$ cat src/rtl/oled_char_gen_if.sv
// Char draw request / OLED byte-writer bundle seen by oled_char_gen.
// The draw_invert signal exists only when OLED_CHAR_INVERT_EN is defined.
interface oled_char_gen_if;
  logic       draw_start;
  logic [7:0] draw_ascii;
  logic [6:0] draw_x;
  logic [3:0] draw_y;
`ifdef OLED_CHAR_INVERT_EN
  logic       draw_invert;
`endif
  logic       draw_busy;
  logic       draw_done;
  logic       wr_valid;
  logic       wr_ready;
  logic       wr_dc;
  logic [7:0] wr_byte;

  // The glyph renderer: answers draw requests and drives the byte-writer.
  modport slave (
    input  draw_start,
    input  draw_ascii,
    input  draw_x,
    input  draw_y,
    input  wr_ready,
`ifdef OLED_CHAR_INVERT_EN
    input  draw_invert,
`endif
    output draw_busy,
    output draw_done,
    output wr_valid,
    output wr_dc,
    output wr_byte
  );

  // The requester mux plus byte-writer side.
  modport master (
    output draw_start,
    output draw_ascii,
    output draw_x,
    output draw_y,
    output wr_ready,
`ifdef OLED_CHAR_INVERT_EN
    output draw_invert,
`endif
    input  draw_busy,
    input  draw_done,
    input  wr_valid,
    input  wr_dc,
    input  wr_byte
  );
endinterface

$ cat src/rtl/oled_char_gen.sv
// Renders one 8x16 font glyph into SSD1306 GDDRAM via page/column commands and data bytes.
// Optional OLED_CHAR_INVERT_EN: sends every data byte inverted when draw_invert was set.
module oled_char_gen #(
  parameter int FONT_AW  = 11,
  parameter int COL_MAX  = 127,
  parameter int PAGE_MAX = 7
) (
  input  logic               clk_50m,
  input  logic               rst,
  oled_char_gen_if.slave     bus,
  output logic [FONT_AW-1:0] rom_addr,
  input  logic [7:0]         rom_data
);

  localparam logic [7:0] COL_LIM  = 8'(COL_MAX);
  localparam logic [3:0] PAGE_LIM = 4'(PAGE_MAX);

  typedef enum logic [3:0] {
    IDLE,
    CMD_PAGE,
    CMD_COL_LO,
    CMD_COL_HI,
    ROM_RD,
    ROM_WAIT,
    DATA,
    NEXT_HALF,
    FINISH
  } state_t;

  state_t     state;
  state_t     state_nxt;

  logic [6:0] idx_q;
  logic [6:0] x_q;
  logic [2:0] y_q;
  logic       half_q;
  logic       lower_q;
  logic [2:0] b_q;
  logic [7:0] data_q;
`ifdef OLED_CHAR_INVERT_EN
  logic       inv_q;
`endif

  logic       accept;
  logic       last_byte;
  logic [7:0] next_col;
  logic [2:0] page;
  logic [6:0] glyph_idx;

  // Non-printable codes fall back to the space glyph at index 0.
  always_comb begin
    glyph_idx = 7'd0;
    if (bus.draw_ascii >= 8'h20 && bus.draw_ascii <= 8'h7E)
      glyph_idx = bus.draw_ascii[6:0] - 7'h20;
  end

  assign accept    = (state == IDLE) && bus.draw_start;
  assign page      = y_q + {2'b00, half_q};
  assign next_col  = {1'b0, x_q} + {5'b00000, b_q} + 8'd1;
  assign last_byte = (b_q == 3'd7) || (next_col > COL_LIM);
  assign rom_addr  = FONT_AW'({idx_q, half_q, b_q});

  always_ff @(posedge clk_50m) begin
    if (rst)
      state <= IDLE;
    else
      state <= state_nxt;
  end

  always_comb begin
    state_nxt     = state;
    bus.draw_busy = 1'b1;
    bus.draw_done = 1'b0;
    bus.wr_valid  = 1'b0;
    bus.wr_dc     = 1'b0;
    bus.wr_byte   = 8'h00;
    case (state)
      IDLE: begin
        bus.draw_busy = 1'b0;
        if (bus.draw_start)
          state_nxt = (bus.draw_y > PAGE_LIM) ? NEXT_HALF : CMD_PAGE;
      end
      CMD_PAGE: begin
        bus.wr_valid = 1'b1;
        bus.wr_byte  = {5'b10110, page};
        if (bus.wr_ready)
          state_nxt = CMD_COL_LO;
      end
      CMD_COL_LO: begin
        bus.wr_valid = 1'b1;
        bus.wr_byte  = {4'h0, x_q[3:0]};
        if (bus.wr_ready)
          state_nxt = CMD_COL_HI;
      end
      CMD_COL_HI: begin
        bus.wr_valid = 1'b1;
        bus.wr_byte  = {5'b00010, x_q[6:4]};
        if (bus.wr_ready)
          state_nxt = ROM_RD;
      end
      ROM_RD:   state_nxt = ROM_WAIT;
      ROM_WAIT: state_nxt = DATA;
      DATA: begin
        bus.wr_valid = 1'b1;
        bus.wr_dc    = 1'b1;
        bus.wr_byte  = data_q;
        // Columns past the right edge are never read or written.
        if (bus.wr_ready) begin
          if (!last_byte)
            state_nxt = ROM_RD;
          else if (!half_q && lower_q)
            state_nxt = NEXT_HALF;
          else
            state_nxt = FINISH;
        end
      end
      NEXT_HALF: state_nxt = lower_q ? CMD_PAGE : FINISH;
      FINISH: begin
        bus.draw_busy = 1'b0;
        bus.draw_done = 1'b1;
        state_nxt     = IDLE;
      end
      default: state_nxt = IDLE;
    endcase
  end

  // Request latch, byte/half position tracking and ROM byte capture.
  always_ff @(posedge clk_50m) begin
    if (rst) begin
      idx_q   <= '0;
      x_q     <= '0;
      y_q     <= '0;
      half_q  <= 1'b0;
      lower_q <= 1'b0;
      b_q     <= '0;
      data_q  <= '0;
`ifdef OLED_CHAR_INVERT_EN
      inv_q   <= 1'b0;
`endif
    end else begin
      if (accept) begin
        idx_q   <= glyph_idx;
        x_q     <= bus.draw_x;
        y_q     <= bus.draw_y[2:0];
        half_q  <= 1'b0;
        lower_q <= (bus.draw_y < PAGE_LIM);
        b_q     <= '0;
`ifdef OLED_CHAR_INVERT_EN
        inv_q   <= bus.draw_invert;
`endif
      end
      if (state == DATA && bus.wr_ready && !last_byte)
        b_q <= b_q + 3'd1;
      if (state == NEXT_HALF && lower_q) begin
        half_q  <= 1'b1;
        lower_q <= 1'b0;
        b_q     <= '0;
      end
      if (state == ROM_WAIT) begin
`ifdef OLED_CHAR_INVERT_EN
        data_q <= inv_q ? ~rom_data : rom_data;
`else
        data_q <= rom_data;
`endif
      end
    end
  end

endmodule
$ cat src/flat_wrapper.sv
// flat-port wrapper written by rule: the top's interface ports become plain ports
module oled_char_gen_flat 
#(
  parameter int FONT_AW  = 11,
  parameter int COL_MAX  = 127,
  parameter int PAGE_MAX = 7
)
  (clk_50m, rst, rom_addr, rom_data, bus_draw_start, bus_draw_ascii, bus_draw_x, bus_draw_y, bus_wr_ready, bus_draw_busy, bus_draw_done, bus_wr_valid, bus_wr_dc, bus_wr_byte);
  oled_char_gen_if bus_i ();
  input  logic clk_50m;
  input  logic rst;
  output logic [FONT_AW-1:0] rom_addr;
  input  logic [7:0] rom_data;
  input wire logic [$bits(bus_i.draw_start)-1:0] bus_draw_start;
  input wire logic [$bits(bus_i.draw_ascii)-1:0] bus_draw_ascii;
  input wire logic [$bits(bus_i.draw_x)-1:0] bus_draw_x;
  input wire logic [$bits(bus_i.draw_y)-1:0] bus_draw_y;
  input wire logic [$bits(bus_i.wr_ready)-1:0] bus_wr_ready;
  output wire logic [$bits(bus_i.draw_busy)-1:0] bus_draw_busy;
  output wire logic [$bits(bus_i.draw_done)-1:0] bus_draw_done;
  output wire logic [$bits(bus_i.wr_valid)-1:0] bus_wr_valid;
  output wire logic [$bits(bus_i.wr_dc)-1:0] bus_wr_dc;
  output wire logic [$bits(bus_i.wr_byte)-1:0] bus_wr_byte;
  assign bus_i.draw_start = bus_draw_start;
  assign bus_i.draw_ascii = bus_draw_ascii;
  assign bus_i.draw_x = bus_draw_x;
  assign bus_i.draw_y = bus_draw_y;
  assign bus_i.wr_ready = bus_wr_ready;
  assign bus_draw_busy = bus_i.draw_busy;
  assign bus_draw_done = bus_i.draw_done;
  assign bus_wr_valid = bus_i.wr_valid;
  assign bus_wr_dc = bus_i.wr_dc;
  assign bus_wr_byte = bus_i.wr_byte;
  oled_char_gen #(.FONT_AW(FONT_AW), .COL_MAX(COL_MAX), .PAGE_MAX(PAGE_MAX)) u_core (.clk_50m(clk_50m), .rst(rst), .bus(bus_i), .rom_addr(rom_addr), .rom_data(rom_data));
endmodule
$ cat config.mk
export PLATFORM = sky130hd
export DESIGN_NAME = oled_char_gen_flat
export DESIGN_NICKNAME = d
export VERILOG_FILES = /design/src/rtl/oled_char_gen_if.sv /design/src/rtl/oled_char_gen.sv /design/src/flat_wrapper.sv
export SDC_FILE = /design/constraint.sdc
export NUM_CORES = 1
export LEC_CHECK = 0
export ABC_CLOCK_PERIOD_IN_PS = 2100
export CAP_MARGIN = 20
export CORE_ASPECT_RATIO = 0.9
export CORE_MARGIN = 1
export CORE_UTILIZATION = 29
export CTS_BUF_LIST = sky130_fd_sc_hd__clkbuf_4 sky130_fd_sc_hd__clkbuf_8
export DETAILED_ROUTE_END_ITERATION = 8
export PLACE_DENSITY = 0.51
export SYNTH_ARGS = -nofsm -noshare
export SYNTH_HDL_FRONTEND = slang
export SYNTH_SLANG_ARGS = --single-unit
$ cat constraint.sdc
create_clock -name clk_50m -period 2.1 [get_ports clk_50m]
set_clock_uncertainty 0.05 [all_clocks]
set_input_delay 0.42 -clock clk_50m [delete_from_list [all_inputs] [get_ports clk_50m]]
set_output_delay 0.42 -clock clk_50m [all_outputs]
set_load 0.01 [all_outputs]
* Word level (Yosys, flattened, before mapping)
Index checks and enable logic that the tools add are counted.
** Storage, ports and cells
- Flip-flop bits (word level) :: 34
- Input bits :: 31
- Word-level logic and storage cells :: 68
** Operators by class
- $add $sub $neg :: 5
- Order comparisons :: 5
- Equal/unequal tests :: 14
- Mux-type cells :: 20
- Reductions and logical operators :: 16
** Operators by type and width (number)
- two-way mux 4 bit :: 8
- case mux 4 bit (8 select lines) :: 1
- case mux 8 bit (4 select lines) :: 1
- == test 4 x 3 -> 1 bit (second input constant) :: 4
- != test 2 bit (second input constant) :: 5
- two-way mux 3 bit :: 3
- adder 7 x 3 -> 8 bit :: 1
- adder 8 x 1 -> 8 bit (second input constant) :: 1
- == test 4 x 2 -> 1 bit (second input constant) :: 2
- >= comparator 8 x 6 -> 1 bit (second input constant) :: 1
- > comparator 8 x 7 -> 1 bit (second input constant) :: 1
- <= comparator 8 x 7 -> 1 bit (second input constant) :: 1
- two-way mux 7 bit :: 1
- subtractor 7 x 6 -> 7 bit (second input constant) :: 1
- logical AND 1 bit :: 6
- two-way mux 1 bit :: 6
- AND reduction 5 bit :: 1
- == test 4 x 1 -> 1 bit (second input constant) :: 1
- == test 4 bit (second input constant) :: 1
- > comparator 4 x 3 -> 1 bit (second input constant) :: 1
- logical NOT 4 bit :: 1
- less-than comparator 4 x 3 -> 1 bit (second input constant) :: 1
- nonzero test 2 bit :: 2
- OR reduction 2 bit :: 2
- 6 further kinds :: 7

* Depth between registers and ports, before layout
Gate-level depths: netlist (run 1).
- Word-level depth :: 7
- Depth in mapped cells :: 6
- Gate-level depth less buffers :: 6

* Worst setup path before layout (run 1)
OpenSTA, ideal clock, no wires.
- Path kind :: register -> output
- Start point :: register u_core.state[0]
- End point :: output port bus_wr_byte[2]
- Data arrival time :: 1.250 ns
- Required time :: 1.630 ns
- Slack :: 0.380 ns
- Stages on the path, launching flop included :: 6
- Buffers on the path :: 2
- Path through :: dfxtp_1 clkbuf_4 or3b_1 clkbuf_2 nor3_1 a31o_2
** Between the ends
- Word-level cells in the longest chain between the ends :: 2
- Elaborated cells between the ends (all ways) :: 5
- Those cells by class :: eq/ne (4); mux (1)
** RTL lines
- start: declaration :: RTL line oled_char_gen.sv:30 : state_t state;
- start signal: assignment :: RTL line oled_char_gen.sv:67 : state <= state_nxt;
- == test 4 x 3 -> 1 bit (tied with other cells) :: RTL line oled_char_gen.sv:77 : case (state)
- case mux 8 bit (4 select lines) * :: RTL line oled_char_gen.sv:77
- end: declaration :: RTL line flat_wrapper.sv:23 : output wire logic [$bits(bus_i.wr_byte)-1:0] bus_wr_byte;
Mark *: on every way between the ends. The rest lies on a longest branch, timed or not.

* Worst setup path after layout (run 1)
- Start point :: register u_core.half_q
- End point :: output port bus_wr_byte[2]
** Between the ends
- Word-level cells in the longest chain between the ends :: 2
** RTL lines
- start: declaration :: RTL line oled_char_gen.sv:36 : logic half_q;
- start signal: assignment :: RTL line oled_char_gen.sv:133 : half_q <= 1'b0;
- start signal: assignment :: RTL line oled_char_gen.sv:145 : half_q <= 1'b0;
- start signal: assignment :: RTL line oled_char_gen.sv:155 : half_q <= 1'b1;
- adder 3 x 1 -> 3 bit :: RTL line oled_char_gen.sv:58 : assign page = y_q + {2'b00, half_q};
- case mux 8 bit (4 select lines) :: RTL line oled_char_gen.sv:77
Every way passes these cells.

==> results of run 1 <==
power groups by stage:
stage | sequential (mW) | combinational [mW] | clock, mW
CTS | 0.849 | 1.27 | 0.523
global route | 0.864 | 1.40 | 0.564
detailed placement | 0.859 | 1.29 | 0
floorplan | 0.832 | 0.781 | 0
global placement | 0.857 | 1.30 | 0
finish | 0.848 | 1.26 | 0.504
critical path, delay by kind of cell (launching register included):
kind,cells,cell delay (ns)
xor gates and xnor gates,1,0.18
adders and majority gates,2,0.38
buffers and inverters,1,0.12
DFF,1,0.32
and+or+nand+nor,1,0.05
AOI/OAI and AO/OA,1,0.20
area by class of cell:
class	instances	area share (%)
multi-input cells	155	40.6
flip-flops and latches	34	26.1
well taps	72	3.44
clock buffers	6	3.16
inverters	9	1.29
clock inverters	2	0.478
repair buffers	72	25.0
layout by cell type, fill, tap and decap left out, drive strengths merged, types with 3 or more instances in the layout:
master,n
mux2i,17
clkdlybuf4s50,41
clkbuf,11
buf,20
nand2b,5
nor3,6
nand4,3
a21oi,15
ha,7
o211ai,3
a22o,7
dfxtp,34
o21ai,6
nand2,33
nand3,5
o22ai,4
inv,9
dlygate4sd2,5
nor2,18
per-layer routing:
layer | share of wire [%] | track usage [%] | vias to the layer above
met3 | 3.0 | 3.77 | 7
met5 | 0 | 0 | -
met4 | 1.3 | 5.50 | 0
met1 | 52 | 22.1 | 765
li1 | - | - | 884
met2 | 43 | 22.6 | 24
stage by stage:
step | cell area (um^2) | setup WS (ns)
after floorplan | 1830 | 0.380
final | 2620 | 0.0895
after CTS | 2620 | -0.0604
after global placement | 2510 | -0.0219
after global routing | 2620 | 0.000324
after detailed placement | 2510 | -0.0353
kinds of logic after synthesis:
family                   after synthesis
AO/OA/AOI/OAI                         46
XOR/XNOR                               1
adder cells (fa/ha/maj)                7
buffers and inverters                 24
flip-flops                            34
multiplexers                          17
AND/OR/NAND/NOR                       84
state kept, by name, summed over array words and instances (netlist names):
register and cells:
u_core.lower_q 1, u_core.state 4, u_core.data_q 8, u_core.b_q 3
u_core.half_q 1, u_core.idx_q 7, u_core.x_q 7, u_core.y_q 3
repair_timing:
| item | in CTS | in global routing |
|---|---|---|
| setup endpoints to repair | 12 | 8 |
| hold buffers | 0 | 0 |
| setup buffers | 1 | 0 |
| pin swaps | 1 | 1 |
| gates resized for setup | 21 | 15 |
final timing paths:
kind / depth (start not counted) / endpoint / slack (ns) / start
worst max-delay path: 6 / bus_wr_byte[2] / 0.09 / u_core.half_q
worst min-delay path: 2 / u_core.y_q[0] / 0.42 / u_core.y_q[0]
worst max register to register: 6 / u_core.data_q[2] / 0.35 / u_core.state[3]
worst min register to register: 2 / u_core.y_q[0] / 0.42 / u_core.y_q[0]
==> run summary, run 1 <==
Outcome -> finished, final reports clean
GP Congestion -> 0.784
Most frequent cell after synthesis -> dfxtp_1
Max H-tree Level -> 2
Sequential cell area -> 682 um^2
Overall Power -> 2.62 mW
Synth-to-Final Area Change -> 43.2%
Final Hold Fails -> 0
Seq cells post-synth -> 34
Critical Path AT -> 1.54 ns
Avg Cell Area, Syn -> 8.57 um^2
Sequential share of the synthesized area -> 37.3%
VDD IR max -> 0.390 mV
Post-Route Setup TNS -> 0 ns
Initial antenna violation count -> 0
CP peak stage delay -> 0.32 ns
Full die area -> 6620 um^2
Hold WC Path Type -> reg -> reg
Netlist cell types -> 46
Top-level port count -> 54
Via count -> 1680
GR Overflow Total -> 0
Die width -> 85.6 um
FMAX -> 497 MHz
Worst skew pair latency -> 0.29 ns
Clock-pin slew on the worst setup and hold paths -> 0.07 ns
First-pass GRT wire length -> 7.98 mm
Top_reg_cell synth -> dfxtp_1
Core Box Area -> 6080 um^2
Commonest cells in the netlist -> dfxtp_1 (34), nand2_1 (32), nor2_1 (18)
Net count, final -> 315
DRC Markers -> 0
Number of synthesized flops with an enable pin -> 0
# diodes -> 0
Unrepaired setup endpoints after global routing -> false
Comb power frac -> 48.3%
Multi-input gate area in the final layout -> 1060 um^2
Slowest stage cell on the critical path -> dfxtp_1
Mapped Cells -> 213
Final period util -> 95.7%
Post-synth top area cell -> dfxtp_1
Fillers -> 649
Synthesized cell area -> 1830 um^2
Total of max-cap violations -> 0
Largest net degree at the start of global routing -> 26
NetSw -> 0.988 mW
Worst Setup Start Kind -> register
Fin cells -> 350
Cell area power density -> 1000 nW/um^2
CP Class -> reg -> out
Clock tree buffer depth -> 2
Setup violators final -> 0
Row count -> 27
P_int -> 1.63 mW
CTS Buf Count -> 5
Sequential power share -> 32.4%
Initial core utilization -> 30.0%
TritonCTS Sinks -> 34
GRT Total Usage -> 15.5%
Sw Share -> 37.8%
PortBufs -> 53
CP Capture Type -> output port
Normalized max-slew margin -> 68.7%
WP data required -> 1.63 ns
Largest family of logic cells by synthesized area -> simple AND/OR/NAND/NOR gates
Synth Area in Compound Gates -> 17.6%
Placed instance count -> 341
Synth async-reset ratio -> 0%
Most common cell on crit path -> ha_1
Synthesized-area fraction occupied by adder cells -> 4.80%
DP HPWL -> 3.67 mm
Max Fanout on Critical Path -> 2
Drt pass-1 iters -> 4
Top cell type's share of synthesized area -> 37.3%
Initial DRC Count -> 29
Root Driver -> clkbuf_8
Layout cells sized above 1 -> 17.3%
Routed WL per cell -> 13.6 um
XOR/XNOR Fraction of Synth Area -> 0.480%
CP Cell Sequence -> ha_1 > ha_1 > xnor2_1 > nor3_2 > a31o_2 > clkbuf_2
Simple-Gate Fraction of Synth Area -> 24.3%
Final Slew Violations -> 0
Post-synthesis mux area share -> 9.32%
CTS tree -> built
Number of global-route vias before repair -> 1577
Synth area leaders -> dfxtp_1 (37%), mux2i_1 (9.3%), nand2_1 (6.6%)
Yosys warning count -> 0
Via/cell ratio -> 4.80
Tightest Pin Transition -> 0.458 ns
Post-route ant nets -> 0
Min Tclk post-route -> 2.01 ns
Syn Nets -> 251
Util after Layout -> 43.0%
Hold slack -> 0.420 ns
Clock share of power -> 19.3%
WL final -> 4.77 mm
Die height -> 77.3 um
Leak -> 1.01 nW
(Power assumes the default switching activity.)
==> inputs of run 2 (changes only) <==
Settings changed: HOLD_SLACK_MARGIN from default to 0.06, SETUP_SLACK_MARGIN from default to 0.1.
==> run summary, run 2 (synthesized netlist as in run 1, its figures left out) <==
Root Driver -> clkbuf_8
TritonCTS Sinks -> 34 (unchanged)
Hold path cells -> 1 (-1)
Clock-pin slew on the worst setup and hold paths -> 0.07 ns (about the same)
Unrepaired setup endpoints after global routing -> true
Placed instance count -> 341 (unchanged)
Overall Power -> 2.73 mW (+4.6%)
Critical Path AT -> 1.49 ns (-0.05 ns)
DRC Markers -> 0 (unchanged)
Via count -> 1698 (+1.1%)
Die width -> 85.6 um (unchanged)
Cell area power density -> 1010 nW/um^2 (+1.4%)
First-pass GRT wire length -> 8.02 mm (+0.51%)
Cell Area, Placed -> 2510 um^2 (unchanged)
Post-route ant nets -> 0 (unchanged)
Fillers -> 638 (-1.7%)
Top-level port count -> 54 (unchanged)
Min Tclk post-route -> 1.96 ns (-0.0493 ns)
Tightest Pin Transition -> 0.494 ns (+0.0359 ns)
Max reg flops -> 8 (unchanged)
Sequential cell area -> 686 um^2 (+0.55%)
Multi-input gate area in the final layout -> 1090 um^2 (+2.9%)
CTS Buf Count -> 5 (unchanged)
Routed WL per cell -> 13.8 um (+1.0%)
Total of max-cap violations -> 0 (unchanged)
WL final -> 4.88 mm (+2.5%)
Met2 wire length -> 2.11 mm (+2.5%)
Initial antenna violation count -> 0 (unchanged)
FMAX -> 510 MHz (+2.5%)
Top Metal Used -> met4
Die height -> 77.3 um (unchanged)
Largest net degree at the start of global routing -> 26 (unchanged)
Fin worst setup slack -> 0.139 ns (+0.0493 ns)
GP Congestion -> 0.784 (unchanged)
Most frequent cells in the layout -> clkdlybuf4s50_1 (41), nand2_1 (31), dfxtp_1 (30), nor2_1 (18), buf_4 (17)
CP Class -> reg -> out
Final Hold Fails -> 0 (unchanged)
WP data required -> 1.63 ns (about the same)
Via/cell ratio -> 4.78 (-0.35%)
CP peak stage delay -> 0.45 ns (+0.13 ns)
Number of global-route vias before repair -> 1586 (+0.57%)
Setup violators final -> 0 (unchanged)
Outcome -> finished, final reports clean
Clock tree buffer depth -> 2 (unchanged)
Slowest stage cell on the critical path -> or3b_4
PortBufs -> 53 (unchanged)
Synth-to-Final Area Change -> 47.8%
Leak -> 1.04 nW (+2.4%)
VDD IR max -> 0.395 mV (+1.3%)
Drt pass-1 iters -> 4 (unchanged)
Layout cells sized above 1 -> 21.6% (+4.3 points)
Worst skew pair latency -> 0.29 ns (about the same)
Worst slack, placed -> -0.0353 ns (unchanged)
Largest Register -> u_core.data_q
Normalized max-slew margin -> 67.1% (-1.6 points)
Core Box Area -> 6080 um^2 (unchanged)
CP Capture Type -> output port
CTS tree -> built
Post-Route M1 WL -> 2.57 mm (+2.6%)
Buf+Inv Stages, Crit Path -> 1 (unchanged)
Util after Layout -> 44.4% (+1.4 points)
Hold WC Path Type -> reg -> reg
GR Overflow Total -> 0 (unchanged)
CP delay by family, top -> simple AND/OR/NAND/NOR gates
CP Cell Sequence -> or3b_4 > nor3_2 > a31o_2 > clkbuf_2
Net count, final -> 320 (+1.6%)
Max H-tree Level -> 2 (unchanged)
Final Slew Violations -> 0 (unchanged)
DP HPWL -> 3.67 mm (unchanged)
Leading cell type in the layout, fill and taps excluded -> clkdlybuf4s50_1
Final period util -> 93.4% (-2.3 points)
FF-to-FF path depth -> 5 (-1)
Largest registers -> u_core.data_q (8), u_core.idx_q (7), u_core.x_q (7)
Initial core utilization -> 30.0% (unchanged)
Initial DRC Count -> 28 (-3.4%)
Hold_buf cts -> 0 (unchanged)
CP Depth -> 4 (-2)
Fin cells -> 355 (+1.4%)
Row count -> 27 (unchanged)
# diodes -> 0 (unchanged)
Metal3 WL -> 143 um (+0.70%)
GRT Total Usage -> 15.6% (+0.090 points)
Worst Setup Start Kind -> register
Full die area -> 6620 um^2 (unchanged)
Final instance area -> 2700 um^2 (+3.2%)
Max Fanout on Critical Path -> 7 (+5)
run 2: final timing paths:
check | from | end | slack [ns]
max | u_core.state[0] | bus_wr_byte[2] | 0.14
min | u_core.idx_q[5] | u_core.idx_q[5] | 0.43
max reg2reg | u_core.x_q[2] | u_core.state[1] | 0.35
min reg2reg | u_core.idx_q[5] | u_core.idx_q[5] | 0.43
run 2: through the flow:
stage	hold slack, ns	setup TNS (ns)
3_3_place_gp	0.407	-0.0219
3_5_place_dp	0.409	-0.0353
2_1_floorplan	0.390	0
6_report	0.429	0
5_1_grt	0.449	0
4_1_cts	0.420	-0.0604
run 2: final cells by class:
class,count,share of cell area [%]
multi-input cells,155,40.5
repair buffers,77,26.0
flip-flops and latches,34,25.4
well taps,72,3.34
clock buffers,6,3.06
inverters,9,1.25
clock inverters,2,0.464
run 2: what timing repair did:
item / CTS / global route
gates resized for setup: 34 / 23
pin swaps: 1 / 3
cloned: 0 / 1
endpoints found under the setup margin: 12 / 8
setup buffers: 1 / 4
run 2: report_power, final:
part	switching, mW	internal [mW]	leakage, nW
logic	0.679	0.687	0.712
clock network	0.240	0.263	0.0472
registers	0.105	0.760	0.278
run 2: worst register-to-register path: stages, from the launching register on:
cell,delay [ns]
dfxtp_1,0.35
ha_1,0.30
o211ai_1,0.13
a21oi_2,0.31
o211ai_4,0.11
a2111oi_1,0.38
run 2: metal layers:
layer / up-vias / global-route usage [%]
met1: 773 / 22.0
met2: 23 / 23.0
li1: 893 / -
met3: 9 / 3.77
met5: - / 0
met4: 0 / 5.50
==> inputs of run 3 (changes only) <==
Settings changed: CORE_MARGIN 1 to default, PLACE_DENSITY 0.51 to default.
==> run summary, run 3 (synthesized netlist as in run 1, its figures left out) <==
Outcome -> finished, final reports clean
Max H-tree Level -> 2 (unchanged)
Core Box Area -> 6080 um^2 (unchanged)
Hold slack -> 0.409 ns (-0.0202 ns)
Placed instance count -> 343 (+0.59%)
Max Fanout on Critical Path -> 2 (-5)
CTS tree -> built
GP Congestion -> 0.765 (-2.5%)
CP Capture Type -> output port
Final Slew Violations -> 0 (unchanged)
Hold path cells -> 2 (+1)
Leak -> 1.05 nW (+1.3%)
Largest Register -> u_core.data_q
Routed WL per cell -> 13.6 um (-0.91%)
Full die area -> 6620 um^2 (unchanged)
Synth-to-Final Area Change -> 48.1%
R2R Path End -> u_core.state[1]
Worst slack, placed -> 0.00521 ns (+0.0405 ns)
HP Start -> u_core.y_q[0]
Leading cell type in the layout, fill and taps excluded -> clkdlybuf4s50_1
Via count -> 1728 (+1.8%)
Post-route ant nets -> 0 (unchanged)
Hold WC Path Type -> reg -> reg
Post-Route Setup TNS -> 0 ns (unchanged)
First-pass GRT wire length -> 8.16 mm (+1.8%)
WL final -> 4.85 mm (-0.63%)
Final Hold Fails -> 0 (unchanged)
GR Overflow Total -> 0 (unchanged)
DP HPWL -> 3.58 mm (-2.3%)
PortBufs -> 53 (unchanged)
FMAX -> 508 MHz (-0.44%)
Cell Area, Placed -> 2530 um^2 (+0.60%)
Initial core utilization -> 30.0% (unchanged)
Largest net degree at the start of global routing -> 26 (unchanged)
Cell area power density -> 1040 nW/um^2 (+2.9%)
Critical Path AT -> 1.50 ns (about the same)
Number of global-route vias before repair -> 1665 (+5.0%)
Drt pass-1 iters -> 4 (unchanged)
Die height -> 77.3 um (unchanged)
Multi-input gate area in the final layout -> 1070 um^2 (-1.7%)
Most frequent cells in the layout -> clkdlybuf4s50_1 (41), nand2_1 (32), dfxtp_1 (28), buf_4 (19), nor2_1 (17)
Normalized max-slew margin -> 67.0% (about the same)
Top-level port count -> 54 (unchanged)
Initial DRC Count -> 92 (+230%)
Setup violators final -> 0 (unchanged)
DRC Markers -> 0 (unchanged)
Fin worst setup slack -> 0.130 ns (-0.00862 ns)
Die width -> 85.6 um (unchanged)
Unrepaired setup endpoints after global routing -> true
Root Driver -> clkbuf_8
FF-to-FF path depth -> 5 (unchanged)
Clock-pin slew on the worst setup and hold paths -> 0.07 ns (about the same)
Worst Setup Start Kind -> register
VDD IR max -> 0.428 mV (+8.5%)
Hold Crit Endpoint -> u_core.y_q[0]
WP data required -> 1.63 ns (about the same)
Min Tclk post-route -> 1.97 ns (+0.00862 ns)
TritonCTS Sinks -> 34 (unchanged)
Worst skew pair latency -> 0.30 ns (about the same)
Overall Power -> 2.82 mW (+3.2%)
Fillers -> 612 (-4.1%)
Worst r2r src -> u_core.b_q[2]
# diodes -> 0 (unchanged)
Clock tree buffer depth -> 2 (unchanged)
Util after Layout -> 44.5% (+0.10 points)
Max reg flops -> 8 (unchanged)
CTS Buf Count -> 5 (unchanged)
Reg2reg setup slack -> 0.33 ns (-0.02 ns)
Via/cell ratio -> 4.85 (+1.5%)
Row count -> 27 (unchanged)
Net count, final -> 321 (+0.31%)
Initial antenna violation count -> 0 (unchanged)
Largest registers -> u_core.data_q (8), u_core.idx_q (7), u_core.x_q (7)
CP Class -> reg -> out
GRT Total Usage -> 16.0% (+0.41 points)
Total of max-cap violations -> 0 (unchanged)
Hold_buf cts -> 0 (unchanged)
Final instance area -> 2700 um^2 (+0.23%)
Layout cells sized above 1 -> 23.2% (+1.7 points)
Tightest Pin Transition -> 0.495 ns (+0.000280 ns)
Final period util -> 93.8% (+0.41 points)
Fin cells -> 356 (+0.28%)
Sequential cell area -> 688 um^2 (+0.36%)
run 3: changes by cell type in the layout (fill, tap and decap cells not counted), moves of 2 or more:
| cell | previous run | this run |
|---|---|---|
| ha_2 | 0 | 2 |
| ha_4 | 2 | 0 |
| buf_4 | 17 | 19 |
| o21ai_0 | 4 | 6 |
| dfxtp_2 | 4 | 6 |
| dfxtp_1 | 30 | 28 |
| clkbuf_8 | 6 | 8 |
run 3: metal layers:
metal  vias up  track usage [%]  part of all wire (%)
met3         4             4.74                   5.0
met4         0             4.00                   1.2
met5         -                0                     0
met1       791             22.0                    49
met2        44             24.5                    44
li1        889                -                     -
run 3: worst max path at each step:
| stage | startpoint | to | slack [ns] | cells after the start |
|---|---|---|---|---|
| 2_1_floorplan | u_core.state[0] | bus_wr_byte[2] | 0.38 | 5 |
| 3_3_place_gp | u_core.state[3] | bus_wr_byte[1] | 0.02 | 4 |
| 3_5_place_dp | u_core.state[3] | bus_wr_byte[1] | 0.005 | 4 |
| 4_1_cts | u_core.half_q | bus_wr_byte[2] | 0.10 | 6 |
| 5_1_grt | u_core.half_q | bus_wr_byte[2] | 0.09 | 6 |
| 6_report | u_core.half_q | bus_wr_byte[2] | 0.13 | 6 |
run 3: power breakdown:
| part | internal, mW | leakage (nW) | switching, mW |
|---|---|---|---|
| clock | 0.331 | 0.0575 | 0.243 |
| sequential | 0.762 | 0.279 | 0.0913 |
| combinational | 0.713 | 0.714 | 0.681 |
run 3: area by class of cell:
type                    count  share of cell area (%)
clock buffers               8                    4.07
multi-input cells         155                    39.7
repair buffers             78                    26.2
inverters                   9                    1.25
flip-flops and latches     34                    25.5
well taps                  72                    3.33
run 3: critical path, cell delays in order (launching register included):
cell and delay [ns]:
dfxtp_2 0.32, ha_2 0.17, ha_2 0.16, xnor2_1 0.14, nor3_1 0.07, a31o_2 0.22, buf_6 0.12
run 3: repair_timing:
item                                    4_1_cts  5_1_grt
endpoints found under the setup margin       12       10
buffers inserted                              2        3
pin swaps                                     3        2
resized for setup                            45       16
